$ cat src/rtl/bus_dest_ctrl.sv
// Destination side of the shared 8-bit bus: owns registers a..f, drives the mux select,
// and moves one register into another through the bus under a req/busy/done handshake.
module bus_dest_ctrl #(
    parameter int WIDTH         = 8,
    parameter int SETTLE_CYCLES = 1
) (
    input  logic             clk,
    input  logic             rst,
    input  logic             req,
    input  logic [2:0]       src,
    input  logic [2:0]       dst,
    input  logic             ld_en,
    input  logic [2:0]       ld_sel,
    input  logic [WIDTH-1:0] ld_data,
    input  logic [WIDTH-1:0] bus_in,
    output logic             S0,
    output logic             S1,
    output logic             S2,
    output logic [WIDTH-1:0] a,
    output logic [WIDTH-1:0] b,
    output logic [WIDTH-1:0] c,
    output logic [WIDTH-1:0] d,
    output logic [WIDTH-1:0] e,
    output logic [WIDTH-1:0] f,
    output logic             busy,
    output logic             done,
    output logic             err,
    output logic [1:0]       state_dbg
);

    localparam logic [1:0] IDLE   = 2'd0;
    localparam logic [1:0] SETTLE = 2'd1;
    localparam logic [1:0] LOAD   = 2'd2;

    localparam logic [3:0] CNT_INIT = 4'(SETTLE_CYCLES - 1);
    localparam logic [2:0] MAX_CODE = 3'd5;

    logic [1:0]       state_q, state_d;
    logic [3:0]       cnt_q, cnt_d;
    logic [2:0]       sel_q, sel_d;
    logic [2:0]       dst_q, dst_d;
    logic             busy_q, busy_d;
    logic             done_q, done_d;
    logic             err_q, err_d;
    logic [WIDTH-1:0] regs_q [6];
    logic [WIDTH-1:0] regs_d [6];

    logic req_ok;
    logic req_bad;
    logic ld_ok;
    logic ld_bad;

    always_comb begin
        state_d = state_q;
        cnt_d   = cnt_q;
        sel_d   = sel_q;
        dst_d   = dst_q;
        busy_d  = 1'b0;
        done_d  = 1'b0;
        regs_d  = regs_q;
        req_ok  = req && (src <= MAX_CODE) && (dst <= MAX_CODE);
        req_bad = 1'b0;
        // Loads are only legal while no transfer owns the registers.
        ld_ok   = ld_en && !busy_q && (ld_sel <= MAX_CODE);
        ld_bad  = ld_en && (busy_q || (ld_sel > MAX_CODE));

        case (state_q)
            IDLE: begin
                if (req_ok) begin
                    state_d = SETTLE;
                    sel_d   = src;
                    dst_d   = dst;
                    cnt_d   = CNT_INIT;
                    busy_d  = 1'b1;
                end else if (req) begin
                    req_bad = 1'b1;
                end
            end
            SETTLE: begin
                busy_d = 1'b1;
                if (cnt_q == 4'd0) begin
                    state_d = LOAD;
                end else begin
                    cnt_d = cnt_q - 4'd1;
                end
            end
            LOAD: begin
                regs_d[dst_q] = bus_in;
                state_d       = IDLE;
                done_d        = 1'b1;
            end
            default: begin
                state_d = IDLE;
            end
        endcase

        // A same-cycle transfer captures later, so this write is seen by it.
        if (ld_ok) begin
            regs_d[ld_sel] = ld_data;
        end

        err_d = req_bad || ld_bad;
    end

    always_ff @(posedge clk) begin
        if (rst) begin
            state_q <= IDLE;
            cnt_q   <= 4'd0;
            sel_q   <= 3'd0;
            dst_q   <= 3'd0;
            busy_q  <= 1'b0;
            done_q  <= 1'b0;
            err_q   <= 1'b0;
            for (int i = 0; i < 6; i++) begin
                regs_q[i] <= '0;
            end
        end else begin
            state_q <= state_d;
            cnt_q   <= cnt_d;
            sel_q   <= sel_d;
            dst_q   <= dst_d;
            busy_q  <= busy_d;
            done_q  <= done_d;
            err_q   <= err_d;
            for (int i = 0; i < 6; i++) begin
                regs_q[i] <= regs_d[i];
            end
        end
    end

    assign {S2, S1, S0} = sel_q;
    assign a         = regs_q[0];
    assign b         = regs_q[1];
    assign c         = regs_q[2];
    assign d         = regs_q[3];
    assign e         = regs_q[4];
    assign f         = regs_q[5];
    assign busy      = busy_q;
    assign done      = done_q;
    assign err       = err_q;
    assign state_dbg = state_q;

endmodule
$ cat config.mk
export PLATFORM = sky130hd
export DESIGN_NAME = bus_dest_ctrl
export DESIGN_NICKNAME = d
export VERILOG_FILES = /design/src/rtl/bus_dest_ctrl.sv
export SDC_FILE = /design/constraint.sdc
export NUM_CORES = 1
export LEC_CHECK = 0
export BUFFER_PORTS_ARGS = -buffer_cell sky130_fd_sc_hd__clkbuf_2
export CAP_MARGIN = 10
export CORE_AREA = 2 2 89 91
export CTS_CLUSTER_DIAMETER = 120
export CTS_CLUSTER_SIZE = 40
export DETAILED_ROUTE_END_ITERATION = 10
export DIE_AREA = 0 0 91 93
export GPL_TIMING_DRIVEN = 0
export PLACE_DENSITY_LB_ADDON = 0.12
export SKIP_CTS_REPAIR_TIMING = 1
export SYNTH_ARGS = -nofsm -noshare
export SYNTH_HDL_FRONTEND = slang
export SYNTH_SLANG_ARGS = --single-unit
export TNS_END_PERCENT = 30
$ cat constraint.sdc
create_clock -name clk -period 2.4 [get_ports clk]
set_clock_uncertainty 0.15 [all_clocks]
set_input_delay 0.6 -clock clk [delete_from_list [all_inputs] [get_ports clk]]
set_output_delay 0.6 -clock clk [all_outputs]
set_load 0.005 [all_outputs]
==> key figures <==
Worst setup path
  • CP arrival: 2.13 ns
  • Worst setup SP type: flip-flop
  • Crit Path Category: flip-flop to flip-flop
  • Crit Path Max Fanout: 10
  • Crit Reg-Reg Endpoint: a[5]
  • Crit path capture type: flip-flop
  • Worst setup startpoint: state_dbg[1]
  • Worst r2r src: state_dbg[1]
  • Data required, critical path: 2.49 ns
  • R2R cell count: 5
  • Flop-to-flop setup slack: 0.36 ns

Die
  • Rows: 32
  • Die X: 91 µm
  • Die area: 8460 µm²
  • Top-Level Pins: 85
  • Initial Utilization: 0.429
  • Die Y: 93 µm
  • Core area: 7530 µm²

Hold path
  • Hold_sp: src[0]
  • Worst hold path type: input pin to flip-flop
  • Hold Path Stages: 3
  • Min-Delay Endpoint: sel_q[0]

Synthesis
  • Post-synthesis cell type count: 43
  • Post-synth ARST share: 0
  • Synth Flop Type: dfxtp_1
  • Mapped Area: 3230 µm²
  • #FFs+latches synth: 63
  • Cell taking the most area after synthesis: dfxtp_1
  • Post-synth net total: 423
  • Post-synthesis sequential area ratio: 0.391
  • Post-synth EDFFs: 0
  • Syn Area/Cell: 8.23 µm²
  • YS warnings: 0
  • Dominant cells by area after synthesis: dfxtp_1, a311oi_1, nor3_1, o21ai_0, o21ai_1
  • Yosys top cell area share: 0.391
  • Mapped Cells: 392

Global routing
  • Global-route wire length before repair: 16.5 mm
  • Largest net degree at the start of global routing: 11
  • Initial antenna violation count: 0
  • Total congestion overflow: 0
  • Total GRT Usage: 0.246
  • Vias in the first global route: 3225

Drt
  • Via density: 5.90
  • DRC errors left: 0
  • WL final: 10.4 mm
  • Total number of vias: 3485
  • Drt pass-1 iters: 4
  • WL per Instance: 17.6 µm
  • Remaining antenna violation count: 0
  • DRT iter0 DRCs: 234

Power and ir drop
  • Power Total: 2.33 mW
  • Leakage: 1.45 nW
  • Power per cell area: 588 nW/µm²
  • Maximum VDD drop: 0.356 mV

Final layout
  • Nets@finish: 517
  • Share of layout cells above drive strength 1: 0.245
  • Area growth, synth to finish: 22.5%
  • # diodes: 0
  • Util after Layout: 0.525

Flow run
  • MaxCap Viol Count: 0

Timing
  • RSZ-0062 raised after global routing: false
  • Final Cycle Share: 0.849
  • Worst-margin pin slew: 0.588 ns
  • # setup viols final: 0
  • Slew margin rel.: 0.607
  • Setup TNS: 0 ns
  • Hold_ws: 0.331 ns
  • Period minus WS final: 2.04 ns
  • Slew Limit Fails: 0
  • Fmax: 491 MHz
  • Final Hold Viols: 0

CTS
  • Total CTS buffers: 9
  • Clock Path Buffers: 2
  • H-tree Lvls: 3
  • CTS sink count: 63
  • Insertion delay to the later sink of the worst-skew pair: 0.35 ns
  • CTS root buf: clkbuf_8
  • CTS tree: built
  • Clock Pin Slew Worst Setup and Hold Paths: 0.07 ns

Placement
  • Port Buf Inserts: 83
  • GP Congestion: 0.901
  • DP HPWL: 7.51 mm

Outcome
  • Status: finished, final reports clean
-- registers in the layout, summed over array words and instances (netlist names) --
| name | cells |
|---|---|
| b | 8 |
| done | 1 |
| f | 8 |
| a | 8 |
| busy | 1 |
| e | 8 |
| sel_q | 3 |
| d | 8 |
| err | 1 |
| state_dbg | 2 |
| dst_q | 3 |
| cnt_q | 4 |
| c | 8 |
-- cell type report --
class,instances,area [µm²]
clock buffers,14,183
well taps,102,128
fillers,778,3570
flip-flops and latches,63,1260
plain buffers,43,198
multi-input cells,281,1750
inverters,5,18.8
repair buffers,83,415
-- cell usage in the layout, fill, tap and decap left out, drive strengths merged, types with 7 or more instances in the layout --
cell    count
a21oi      10
a311oi     48
and3b       9
buf        18
clkbuf    122
dfxtp      63
nand2      32
nand3      23
nor3       48
nor3b      11
o21ai      57
or2         7
-- cell usage after synthesis (4+ instances only) --
cell / instances
o21ai_0: 33
clkbuf_1: 25
dfxtp_1: 63
or2_1: 6
buf_2: 14
a311oi_1: 45
nor3b_1: 10
nand2_1: 32
and3b_1: 9
nand2b_1: 5
nor2_1: 4
nand3_1: 23
a21oi_1: 10
o21ai_1: 24
nor3_1: 48
-- per-stage QoR --
| step | setup slack [ns] | cells | cell area [µm²] |
|---|---|---|---|
| 3_5_place_dp | 0.196 | 577 | 3770 |
| 6_report | 0.362 | 591 | 3950 |
| 3_3_place_gp | 0.203 | 577 | 3770 |
| 5_1_grt | 0.298 | 591 | 3950 |
| 2_1_floorplan | 0.468 | 392 | 3230 |
| 4_1_cts | 0.427 | 591 | 3950 |
-- critical path: stages (launching register included) --
cell	delay [ns]
dfxtp_1	0.39
buf_4	0.19
nor3b_4	0.34
clkbuf_1	0.39
nand2_1	0.12
a311oi_1	0.34
-- kinds of logic after synthesis --
kind of cell / after synthesis / synth area share
and+or+nand+nor: 153 / 0.264
muxes: 1 / 0.00310
adders and majority gates: 2 / 0.00775
buffers and inverters: 48 / 0.0671
DFF: 63 / 0.391
AOI/OAI and AO/OA: 125 / 0.267
-- how the worst max path moves through the flow --
stage	end	slack, ns	cells after the start
final	a[5]	0.36	5
after global routing	a[1]	0.30	5
after CTS	a[5]	0.43	5
after detailed placement	e[6]	0.20	7
after global placement	e[5]	0.20	7
after floorplan	e[6]	0.47	6
-- metal layers --
metal  part of all wire  GRT usage  up-vias
met2               0.44      0.356      186
met5                  0          0        -
met4              0.025      0.119        0
met3              0.082     0.0363       21
li1                   -          -     1670
met1               0.46      0.358     1608
-- power by group --
group	internal (mW)	leakage [nW]	total [mW]	switching, mW
registers	1.09	0.512	1.11	0.0246
logic	0.123	0.842	0.339	0.216
clock network	0.477	0.0946	0.874	0.397
total	1.69	1.45	2.33	0.638
Power figures use the tool's default switching activity.
